===== src/rtl/bus_arbiter.sv =====
// -----------------------------------------------------------------------------
// bus_arbiter
//   Two-master, one-slave bus arbiter. Master 0 (CPU) and master 1 (HPS bridge)
//   issue held read/write requests; the arbiter grants one at a time
//   (round-robin), forwards the registered request to the shared slave, waits
//   for the slave acknowledge (or a wait-cycle timeout) and returns a one-cycle
//   acknowledge with read data to the granted master.
//
// Parameters
//   TIMEOUT   slave wait-cycle limit before the transfer is aborted (1..65535)
//   ERR_DATA  read data returned to the master on an aborted transfer
//
// Ports
//   clock, reset                 system clock (rising edge), async active-high reset
//   mN_address/byte_enable       master N request address and byte lanes
//   mN_read/mN_write             master N request, held until mN_acknowledge
//   mN_write_data                master N write data
//   mN_acknowledge               one-cycle completion pulse to master N
//   mN_read_data                 read data, valid while mN_acknowledge=1
//   s_*                          shared slave request / response
//   grant                        one-hot owner: 01=m0, 10=m1, 00=none
//   timeout_error                sticky abort flag, cleared only by reset
// -----------------------------------------------------------------------------
module bus_arbiter #(
    parameter int unsigned  TIMEOUT  = 255,
    parameter logic [31:0]  ERR_DATA = 32'hDEADBEEF
) (
    input  logic        clock,
    input  logic        reset,

    input  logic [23:0] m0_address,
    input  logic [3:0]  m0_byte_enable,
    input  logic        m0_read,
    input  logic        m0_write,
    input  logic [31:0] m0_write_data,
    output logic        m0_acknowledge,
    output logic [31:0] m0_read_data,

    input  logic [23:0] m1_address,
    input  logic [3:0]  m1_byte_enable,
    input  logic        m1_read,
    input  logic        m1_write,
    input  logic [31:0] m1_write_data,
    output logic        m1_acknowledge,
    output logic [31:0] m1_read_data,

    output logic [23:0] s_address,
    output logic [3:0]  s_byte_enable,
    output logic        s_read,
    output logic        s_write,
    output logic [31:0] s_write_data,
    input  logic        s_acknowledge,
    input  logic [31:0] s_read_data,

    output logic [1:0]  grant,
    output logic        timeout_error
);

    typedef enum logic [1:0] {
        IDLE = 2'd0,
        BUSY = 2'd1,
        RESP = 2'd2
    } state_t;

    state_t      r_state;
    state_t      w_next_state;

    // r_owner is the master granted most recently; it doubles as the
    // round-robin pointer. Resetting it to m1 gives m0 priority after reset.
    logic        r_owner;
    // Set for the single IDLE cycle that follows RESP so that the master just
    // acknowledged cannot be re-granted on a still-held request.
    logic        r_skip;
    logic        r_is_write;
    logic        r_timeout_error;
    logic [23:0] r_address;
    logic [3:0]  r_byte_enable;
    logic [31:0] r_write_data;
    logic [31:0] r_read_data;
    logic [15:0] r_wait;

    logic        w_m0_cand;
    logic        w_m1_cand;
    logic        w_grant_en;
    logic        w_grant_id;
    logic        w_timeout;
    logic        w_busy;
    logic        w_resp;
    logic [16:0] w_wait_inc;

    assign w_m0_cand = (m0_read | m0_write) & ~(r_skip & ~r_owner);
    assign w_m1_cand = (m1_read | m1_write) & ~(r_skip &  r_owner);

    // Abort when this BUSY cycle would bring the wait count up to TIMEOUT.
    // A slave acknowledge in that same cycle takes precedence (checked first).
    assign w_wait_inc = {1'b0, r_wait} + 17'd1;
    assign w_timeout  = (w_wait_inc >= 17'(TIMEOUT));

    always_ff @(posedge clock or posedge reset) begin
        if (reset) begin
            r_state <= IDLE;
        end else begin
            r_state <= w_next_state;
        end
    end

    always_comb begin
        w_next_state = r_state;
        w_grant_en   = 1'b0;
        w_grant_id   = r_owner;
        case (r_state)
            IDLE: begin
                if (w_m0_cand && w_m1_cand) begin
                    w_grant_en = 1'b1;
                    w_grant_id = ~r_owner;
                end else if (w_m0_cand) begin
                    w_grant_en = 1'b1;
                    w_grant_id = 1'b0;
                end else if (w_m1_cand) begin
                    w_grant_en = 1'b1;
                    w_grant_id = 1'b1;
                end
                if (w_grant_en) begin
                    w_next_state = BUSY;
                end
            end
            BUSY: begin
                if (s_acknowledge || w_timeout) begin
                    w_next_state = RESP;
                end
            end
            RESP: begin
                w_next_state = IDLE;
            end
            default: begin
                w_next_state = IDLE;
            end
        endcase
    end

    always_ff @(posedge clock or posedge reset) begin
        if (reset) begin
            r_owner         <= 1'b1;
            r_skip          <= 1'b0;
            r_is_write      <= 1'b0;
            r_timeout_error <= 1'b0;
            r_address       <= '0;
            r_byte_enable   <= '0;
            r_write_data    <= '0;
            r_read_data     <= '0;
            r_wait          <= '0;
        end else begin
            r_skip <= (r_state == RESP);
            if (w_grant_en) begin
                r_owner       <= w_grant_id;
                r_address     <= w_grant_id ? m1_address     : m0_address;
                r_byte_enable <= w_grant_id ? m1_byte_enable : m0_byte_enable;
                r_write_data  <= w_grant_id ? m1_write_data  : m0_write_data;
                // read=write=1 is treated as a write
                r_is_write    <= w_grant_id ? m1_write       : m0_write;
                r_wait        <= '0;
            end
            if (r_state == BUSY) begin
                if (s_acknowledge) begin
                    r_read_data <= s_read_data;
                end else if (w_timeout) begin
                    r_read_data     <= ERR_DATA;
                    r_timeout_error <= 1'b1;
                end else begin
                    r_wait <= w_wait_inc[15:0];
                end
            end
        end
    end

    assign w_busy = (r_state == BUSY);
    assign w_resp = (r_state == RESP);

    // Slave side is driven only while BUSY; leaving BUSY (ack or abort)
    // drops s_read/s_write on the next cycle.
    assign s_address     = w_busy ? r_address     : '0;
    assign s_byte_enable = w_busy ? r_byte_enable : '0;
    assign s_write_data  = w_busy ? r_write_data  : '0;
    assign s_read        = w_busy & ~r_is_write;
    assign s_write       = w_busy &  r_is_write;

    assign m0_acknowledge = w_resp & ~r_owner;
    assign m1_acknowledge = w_resp &  r_owner;
    assign m0_read_data   = m0_acknowledge ? r_read_data : '0;
    assign m1_read_data   = m1_acknowledge ? r_read_data : '0;

    assign grant         = (r_state == IDLE) ? 2'b00 : (r_owner ? 2'b10 : 2'b01);
    assign timeout_error = r_timeout_error;

endmodule


===== config.mk =====
export PLATFORM = sky130hd
export DESIGN_NAME = bus_arbiter
export DESIGN_NICKNAME = d
export VERILOG_FILES = /design/src/rtl/bus_arbiter.sv
export SDC_FILE = /design/constraint.sdc
export NUM_CORES = 1
export LEC_CHECK = 0
export BUFFER_PORTS_ARGS = -buffer_cell sky130_fd_sc_hd__buf_2
export CORE_ASPECT_RATIO = 0.9
export CORE_MARGIN = 8
export CORE_UTILIZATION = 47
export CTS_BUF_LIST = sky130_fd_sc_hd__clkbuf_8 sky130_fd_sc_hd__clkbuf_16
export CTS_CLUSTER_DIAMETER = 200
export DETAILED_ROUTE_END_ITERATION = 7
export PLACE_DENSITY = 0.81
export SKIP_LAST_GASP = 1
export SLEW_MARGIN = 10
export SYNTH_ARGS = -nofsm -noshare
export SYNTH_HDL_FRONTEND = slang
export SYNTH_SLANG_ARGS = --single-unit

===== constraint.sdc =====
create_clock -name clock -period 3.7 [get_ports clock]
set_input_delay 0.185 -clock clock [delete_from_list [all_inputs] [get_ports clock]]
set_output_delay 0.185 -clock clock [all_outputs]
set_load 0.05 [all_outputs]

# Word level (Yosys, flattened, before mapping)
# Index checks and enable logic that the tools add are counted.
[word_totals] regBits=114 inputBits=159 output_inout_bits=131 elab_cells=67
[classes] add_sub_neg=1 magnitude_cmp=1 eq_ne=4 mux=29 n_bitwise=15 n_reduce_logical=7
[ops] cell="$mux 32" n=6
[ops] cell="$mux 16" n=4
[ops] cell="$mux 24" n=2
[ops] cell="$add 16x1->17 const B" n=1
[ops] cell="$ge 17x8->1 const B" n=1
[ops] cell="$mux 1" n=10
[ops] cell="$and 1x1->1" n=8
[ops] cell="$mux 2" n=4
[ops] cell="$mux 4" n=2
[ops] cell="$not 1->1" n=5
[ops] cell="$ne 2x1->1 const B" n=2
[ops] cell="$pmux 2 s2" n=1
[ops] cell="$reduce_and 2->1" n=2
[ops] cell="$reduce_and 3->1" n=1
[ops] cell="$eq 2x1->1 const B" n=1
[ops] cell="$eq 2x2->1 const B" n=1
[ops] cell="$logic_not 2->1" n=1
[ops] cell="$or 1x1->1" n=2
[ops] cell="$reduce_bool 2->1" n=1
[ops] cell="$logic_and 1x1->1" n=1
[ops] cell="$logic_or 1x1->1" n=1

# Depth between registers and ports, before layout
# Gate-level depths: netlist of the first run.
[logic_depth] word_depth=12 mapped_depth=10 depth_no_buf=9

# Worst setup path after synthesis of the first run
# No wires, ideal clock.
[synth_path] kind="reg-to-reg" start="register r_wait[0]" end="register r_wait[3]" setup_time_ns=0.126 arrival_time_ns=2.268 path_slack_ns=1.306 path_stages_with_launch=9 n_path_buf=1 cell_sequence="dfrtp_1 -> ha_1 -> nand3_1 -> or3_1 -> a2111oi_2 -> or4_1 -> buf_4 -> nor2_1 -> a221o_1"
[synth_via] elab_chain_cells=5
[synth_lines] item="from (decl)" line_no="80" source="logic [15:0] r_wait;"
[synth_lines] item="from (signal assigned)" line_no="170" source="r_wait <= w_wait_inc[15:0];"
[synth_lines] item="$add 16x1->17 (*)" line_no="96" source="assign w_wait_inc = {1'b0, r_wait} + 17'd1;"
[synth_lines] item="$ge 17x8->1" line_no="97" source="assign w_timeout = (w_wait_inc >= 17'(TIMEOUT));"
[synth_lines] item="$mux 16 (*)" line_no="166" source="end else if (w_timeout) begin"
[synth_lines] item="$mux 16 (*)" line_no="164" source="if (s_acknowledge) begin"
[synth_lines] item="$mux 16 (*)" line_no="163" source="if (r_state == BUSY) begin"
# Every way passes the cells marked *; elsewhere a longest branch is shown, timed or not.
# A chain may end at the register's enable or synchronous reset.

# Worst setup path after layout of the first run
[layout_path] start="register r_wait[0]" end="register r_read_data[27]"
[layout_via] elab_chain_cells=4
[layout_lines] item="$add 16x1->17" line_no="96"
[layout_lines] item="$ge 17x8->1" line_no="97"
[layout_lines] item="$reduce_bool 2->1 (no line)"
[layout_lines] item="$reduce_and 2->1 (no line)"
[layout_lines] item="to (signal assigned)" line_no="165" source="r_read_data <= s_read_data;"
[layout_lines] item="to (decl)" line_no="79" source="logic [31:0] r_read_data;"
# No other way between the ends.

==> out/metrics.yaml, run 1 <==
status:
  status: "finished, final reports clean"
global_route:
  met1_usage: 0.2491
  grt_max_degree: 123
  top_usage_layer: "met2"
  antenna_found_initial: 0
  gr-total-overflow: 0
  met2_usage: 0.3994
  grt_pass1_vias: 5653
  grt_use_total: 0.2243
  grt_util_met3: 0.07271
  grt_pass1_wl_um: 29330
min_path:
  hold_path.class: "primary input to register"
synthesis:
  synth-seq-cells: 114
  synth_compound_area_frac: 0.1368
  ys.flop_type: "dfrtp_1"
  synthMuxAreaShare: 0.1048
  synth_async_sr_flop_share: 1.000
  synth-edff-count: 0
  yosysWarnings: 0
  synthSimpleGateAreaFrac: 0.2357
  synth_top_family_by_area: "simple AND/OR/NAND/NOR gates"
  synthAdderAreaFrac: 0.004150
  syn-cell-area_um2: 6030
  syn_avg_cell_area_um2: 9.852
  synthXorXnorAreaFrac: 0.004358
  synth_seq_area_share: 0.4733
  syn-num-nets: 773
  syn-instance-count: 612
  synth_cell_types: 55
finish:
  fillers: 982
  utilization: 0.6628
  final_nets: 1052
  multi_input_area_um2: 2963
  register_area_um2: 2854
  drive_gt1_frac: 0.3938
  diodes: 0
  areaGrowthSynthToFinish_pct: 38.39
  instances_no_fill: 1068
  fin_area_um2: 8344
die:
  dieArea_um2: 16710
  core_area_um2: 12590
  fp.dieH_um: 123.5
  num_rows: 39
  ios: 290
  fp.dieW_um: 135.4
  start_util: 0.4789
clock_network:
  cts_buffer_depth: 2
  clock_latency_ns: 0.41
  root_buffer: "clkbuf_16"
  path_clk_slew_ns: 0.05
  cts_tree: "built"
  cts_made_buffers: 17
  cts.sinks: 114
  cts.htree.levels: 4
timing:
  skew_ns: 0.006159
  slew_violations: 0
  min_period_ns: 2.983
  fin_crit_sh: 0.8062
  rsz0062_at_grt: "no"
  tightest_slew_ns: 0.8262
  setup-violations-final: 0
  hold_violations: 0
  setup_tns_ns: 0
  maxClockFrequency_mhz: 335.2
  relSlewSlack: 0.4480
critical_path:
  worst_ep_required_time_ns: 3.99
  path_max_fanout: 25
  cp-start-kind: "register"
  cp_top_family: "compound AO/OA/AOI/OAI gates"
  worstSetupPathType: "register to register"
  slowest_delay_ns: 0.50
  arrival_ns: 3.27
  cpMaxStageDelayCell: "o31ai_4"
  end_kind: "register"
  crit_buf_inv: 1
  crit_chain: "ha_1 -> nand3_1 -> nor4_1 -> xor2_1 -> a211o_1 -> o31ai_4 -> inv_4 -> o22a_2"
power:
  p_sw_mw: 3.733
  p_int_mw: 4.315
  switching_share: 0.4638
  pwr-share-comb: 0.505
  p_clk_frac: 0.226
  power.density_nw_per_um2: 964.5
  power_frac_seq: 0.269
  ir_drop_mv: 0.5709
  cellLeakagePower_nw: 4.591
placement:
  gp_congestion: 0.8760
  placed_cells: 1031
  place_hpwl_um: 14170
  dpl_cell_area_um2: 7634
  port_buffers: 289
detailed_routing:
  wl_per_cell_um: 18.00
  routed_wl_um: 19220
  drt-initial-drc-count: 260
  postRouteAntennaNets: 0
  drc: 0
  vias: 5541
  via_per_inst: 5.188
  first_pass_iters: 4
flow_run:
  maxCapViolations: 0
per-stage QoR:
stage	setup slack [ns]	power, mW	hold slack [ns]
floorplan	0.5009	5.166	0.3249
global placement	0.9964	6.144	0.3785
detailed placement	0.8883	6.227	0.3783
CTS	0.7335	8.106	0.001651
global route	0.5397	8.505	0.005175
finish	0.7170	8.048	0.01680
path summary, 6_finish.rpt:
path	to	start	cells past startpoint	slack (ns)
worst max-delay path	r_read_data[27]$_DFFE_PP0P_	r_wait[0]$_DFF_PP0_	8	0.72
worst min-delay path	r_read_data[30]$_DFFE_PP0P_	s_read_data[30]	2	0.02
worst max register to register	r_read_data[27]$_DFFE_PP0P_	r_wait[0]$_DFF_PP0_	8	0.72
worst min register to register	r_write_data[31]$_DFFE_PP0P_	r_write_data[31]$_DFFE_PP0P_	2	0.47
max in group asynchronous	r_write_data[15]$_DFFE_PP0P_	reset	4	2.37
min in group asynchronous	r_wait[13]$_DFF_PP0_	reset	3	0.46
state kept, by name (all words and copies together) (netlist names):
| name | cells |
|---|---|
| r_read_data | 32 |
| r_write_data | 32 |
| r_address | 24 |
| r_wait | 16 |
| r_byte_enable | 4 |
| r_state | 2 |
| r_is_write | 1 |
| r_owner | 1 |
| r_skip | 1 |
| timeout_error | 1 |
routing by layer:
metal  vias to the layer above  wire, um
li1                       2692         -
met1                      2574      7507
met2                       247      9704
met3                        28      1615
met4                         0       393
met5                         -         0
power groups by stage:
| stage | clock (mW) | sequential (mW) | combinational (mW) |
|---|---|---|---|
| 6_report | 1.82 | 2.17 | 4.06 |
| 5_1_grt | 1.90 | 2.24 | 4.36 |
| 4_1_cts | 1.84 | 2.16 | 4.10 |
| 3_5_place_dp | 0 | 2.17 | 4.06 |
| 3_3_place_gp | 0 | 2.14 | 4.00 |
| 2_1_floorplan | 0 | 2.01 | 3.16 |
cells in the mapped netlist, types with 5 or more instances:
cell type  number  share of area
nand2_1        67          0.042
nor4_1          6         0.0062
nor2_1          8         0.0050
o22a_1         21          0.031
nand3_1         6         0.0050
buf_1           7         0.0044
clkbuf_1       31          0.019
dfrtp_1       113           0.47
o21ai_0        65          0.054
and3_1         34          0.035
inv_1           5         0.0031
mux2i_1        62           0.10
and2_1        104           0.11
a22o_1          8          0.012
nor2b_1         7         0.0073
worst register-to-register path: cells and delay by family, from the launching register on:
family	cells	cell delay [ns]
AOI/OAI and AO/OA	3	1.23
and+or+nand+nor	2	0.61
DFF	1	0.43
adders and majority gates	1	0.26
buffers and inverters	1	0.21
xor gates and xnor gates	1	0.14
what timing repair did:
item                                    in CTS  in global routing
endpoints found under the hold margin       62                  0
endpoints found under the setup margin       0                  0
resized for setup                            0                  0
hold buffers                                 5                  0
buffers inserted                             0                  0
cells by family (layout without fill, tap and decap cells):
family | after synthesis | after routing
multiplexers | 63 | 63
XOR/XNOR | 3 | 3
adder cells (fa/ha/maj) | 2 | 2
AO/OA/AOI/OAI | 121 | 121
flip-flops | 114 | 114
buffers and inverters | 55 | 347
AND/OR/NAND/NOR | 254 | 254
cell usage in the layout, fill, tap and decap left out, types with 3 or more instances in the layout:
| cell | synthesis | routed |
|---|---|---|
| a211o_1 | 3 | 3 |
| a21o_1 | 3 | 3 |
| a22o_1 | 8 | 8 |
| and2_1 | 104 | 104 |
| and3_1 | 34 | 34 |
| buf_2 | 4 | 289 |
| buf_4 | 2 | 13 |
| bufinv_16 | 0 | 5 |
| clkbuf_16 | 0 | 17 |
| clkinvlp_4 | 0 | 3 |
| dfrtp_1 | 113 | 113 |
| dlygate4sd3_1 | 0 | 5 |
| inv_1 | 5 | 5 |
| mux2i_1 | 62 | 62 |
| nand2_1 | 67 | 67 |
| nand3_1 | 6 | 5 |
| nor2_1 | 8 | 8 |
| nor2b_1 | 7 | 5 |
| nor3_1 | 3 | 3 |
| nor4_1 | 6 | 6 |
| o21ai_0 | 65 | 65 |
| o22a_1 | 21 | 21 |
| o22a_2 | 4 | 4 |
| or3_1 | 4 | 4 |
area by class of cell:
class	instances	share of cell area
Clock buffer	19	0.05428
Clock inverter	13	0.02489
Inverter	6	0.003299
Multi-Input combinational cell	443	0.3551
Sequential cell	114	0.3420
Tap cell	164	0.02459
Timing Repair Buffer	309	0.1958
No activity file was read; power rests on OpenSTA's default activity.
==> run 2: changes to the inputs <==
- ABC_AREA: not set -> 1
- CORE_UTILIZATION: 47 -> 48
- clock period: 3.7 -> 2.8 ns (I/O delays scaled with it)
==> out/metrics.yaml, run 2 <==
status:
  status: "finished, final reports clean"
critical_path:
  end_kind: "register"
  r2r_start: "r_owner$_DFFE_PP1P_"
  rr_worst_depth: 9  # +1
  rrSetupSlack_ns: 0.25  # -0.46 ns
  regToRegEndpoint: "r_write_data[2]$_DFFE_PP0P_"
  arrival_ns: 2.90  # -0.37 ns
  worst_ep_required_time_ns: 3.15  # -0.84 ns
  path_max_fanout: 76  # +200%
  cp-start-kind: "register"
  worstSetupPathType: "register to register"
detailed_routing:
  drt-initial-drc-count: 684  # +160%
  wl_met2_um: 12820  # +32%
  drc: 0  # unchanged
  top_layer_used: "met5"
  vias: 7466  # +35%
  routed-wl-met3_um: 1554  # -3.8%
  routed_wl_um: 24430  # +27%
  postRouteAntennaNets: 0  # unchanged
  wl_met1_um: 8850  # +18%
  wl_per_cell_um: 17.23  # -4.3%
  via_per_inst: 5.265  # +1.5%
  first_pass_iters: 6  # +2
timing:
  maxClockFrequency_mhz: 392.5  # +17%
  hold_violations: 0  # unchanged
  rsz0062_at_grt: "no"
  relSlewSlack: 0.4399  # -0.008108
  tightest_slew_ns: 0.8402  # +0.01400 ns
  setup_tns_ns: 0  # unchanged
  slew_violations: 0  # unchanged
  setup-violations-final: 0  # unchanged
  skew_ns: 0.008676  # +0.002517 ns
  min_period_ns: 2.548  # -0.4351 ns
  fin_crit_sh: 0.9100  # +0.1038
synthesis:
  syn-instance-count: 894  # +46%
  synth_commonest_cells: "224 x nor2_1, 128 x inv_1, 113 x dfrtp_1, 104 x nand2_1"
  synth-seq-cells: 114  # unchanged
  yosysWarnings: 0  # unchanged
  synth_seq_area_share: 0.4302  # -0.04312
  ys.flop_type: "dfrtp_1"
  syn_avg_cell_area_um2: 7.420  # -25%
  synth_top_cell_by_area: "dfrtp_1"
  syn-cell-area_um2: 6634  # +10%
  synth_async_sr_flop_share: 1.000  # unchanged
  synth_area_leaders: "dfrtp_1 43%, nor2_1 13%, inv_1 7.2%"
  yosysMostFrequentCell: "nor2_1"
  syn-num-nets: 1055  # +36%
  synth_cell_types: 34  # -38%
  synth-edff-count: 0  # unchanged
  synth_top_area_share: 0.4263  # -0.04272
power:
  power.density_nw_per_um2: 1221  # +27%
  ir_drop_mv: 1.000  # +75%
  cellLeakagePower_nw: 5.216  # +14%
finish:
  final_nets: 1393  # +32%
  drive_gt1_frac: 0.3414  # -0.05244
  areaGrowthSynthToFinish_pct: 42.81
  top_regs: "r_read_data (32), r_write_data (32), r_address (24)"
  fin_area_um2: 9474  # +14%
  layout_common_cells: "289 x buf_2, 224 x nor2_1, 129 x inv_1"
  layout_commonest_cell: "buf_2"
flow_run:
  maxCapViolations: 0  # unchanged
die:
  fp.dieW_um: 139.9  # +3.3%
  core_area_um2: 13410  # +6.5%
  num_rows: 40  # +2.6%
  start_util: 0.4946  # +0.01566
  dieArea_um2: 17840  # +6.8%
  fp.dieH_um: 127.5  # +3.3%
  ios: 290  # unchanged
clock_network:
  cts.sinks: 114  # unchanged
  clock_latency_ns: 0.42  # about the same
  path_clk_slew_ns: 0.06  # about the same
  cts_buffer_depth: 2  # unchanged
  cts.htree.levels: 4  # unchanged
  cts_made_buffers: 17  # unchanged
  cts_tree: "built"
  root_buffer: "clkbuf_16"
global_route:
  gr-total-overflow: 0  # unchanged
  grt_pass1_vias: 7552  # +34%
  antenna_found_initial: 5  # +5
  grt_use_total: 0.2720  # +0.04774
  grt_max_degree: 77  # -37%
  grt_pass1_wl_um: 38800  # +32%
min_path:
  hp-start: "m0_address[15]"
  hold_path.class: "primary input to register"
  holdPathEnd: "r_address[15]$_DFFE_PP0P_"
  worstHoldPathCells: 3  # +1
placement:
  place_hpwl_um: 16130  # +14%
  dpl_cell_area_um2: 8194  # +7.3%
  port_buffers: 289  # unchanged
  gp_congestion: 0.8874  # +1.3%
## run 2: changes by cell type in the layout (fill, tap and decap cells not counted), moves of 24 or more
cell,previous run,this run
nor2_1,8,224
and3_1,34,0
nand3_2,2,29
mux2i_1,62,0
inv_1,5,129
or2_2,1,25
dlygate4sd3_1,5,65
nand2_1,67,103
nand3_1,5,43
and2_1,104,0
o22ai_1,1,61
## run 2: cell type report
class	count	area, um^2
well taps	168	210.2
clock buffers	21	480.5
flip-flops and latches	114	2854
inverters	131	495.5
diodes	5	12.51
repair buffers	370	2267
clock inverters	11	136.4
fillers	1000	3939
multi-input cells	598	3018
## run 2: how the worst max path moves through the flow
stage / start / endpoint / slack (ns) / depth (start not counted)
after floorplan: r_wait[1]$_DFF_PP0_ / r_read_data[0]$_DFFE_PP0P_ / 0.93 / 13
after global placement: r_wait[1]$_DFF_PP0_ / r_read_data[31]$_DFFE_PP0P_ / 0.52 / 12
after detailed placement: r_wait[1]$_DFF_PP0_ / r_read_data[27]$_DFFE_PP0P_ / 0.42 / 12
after CTS: r_wait[1]$_DFF_PP0_ / r_read_data[27]$_DFFE_PP0P_ / 0.40 / 12
after global routing: r_wait[1]$_DFF_PP0_ / r_read_data[27]$_DFFE_PP0P_ / 0.13 / 10
final: r_owner$_DFFE_PP1P_ / r_write_data[2]$_DFFE_PP0P_ / 0.25 / 9
## run 2: per-stage QoR
stage / worst slack [ns] / power [mW] / utilization / hold slack [ns] / std cells
final: 0.2520 / 11.56 / 0.7063 / 0.01151 / 1418
after global routing: 0.1331 / 12.21 / 0.7062 / 0.01559 / 1417
after CTS: 0.3973 / 11.40 / 0.7054 / 0.0006097 / 1413
after detailed placement: 0.4185 / 8.961 / 0.6109 / 0.3443 / 1316
after global placement: 0.5199 / 8.858 / 0.6109 / 0.3418 / 1316
after floorplan: 0.9284 / 7.402 / - / 0.2567 / 894
## run 2: power breakdown
part	switching (mW)	internal (mW)	leakage [nW]
combinational	4.79	1.76	3.50
sequential	0.346	2.42	1.40
clock	0.764	1.48	0.313
## run 2: repair_timing
item | in CTS | in global routing
resized for setup | 0 | 0
hold buffers | 65 | 0
setup buffers | 0 | 0
hold endpoints to repair | 107 | 0
## run 2: cells by family (layout without fill, tap and decap cells)
| family | after synthesis | in the layout | share of synthesized area |
|---|---|---|---|
| compound gates | 132 | 132 | 0.1137 |
| fa+ha+maj | 2 | 2 | 0.003772 |
| flops | 114 | 114 | 0.4302 |
| other cells | 0 | 5 | 0 |
| buf+inv | 182 | 533 | 0.1152 |
| xor+xnor | 1 | 1 | 0.001320 |
| simple gates | 463 | 463 | 0.3357 |
## run 2: worst max-delay path, cell delays in order (launching register included)
cell	delay, ns
dfstp_2	0.56
inv_1	0.08
a21oi_1	0.14
or2_2	0.11
nand2_1	0.17
inv_2	0.17
buf_12	0.28
o21ai_0	0.16
o22ai_1	0.17
dlygate4sd3_1	0.60
## run 2: routing by layer
layer	vias to the layer above	track usage
met5	-	0
met4	2	0.1614
met3	97	0.06999
met2	361	0.4858
met1	3505	0.2865
li1	3501	-
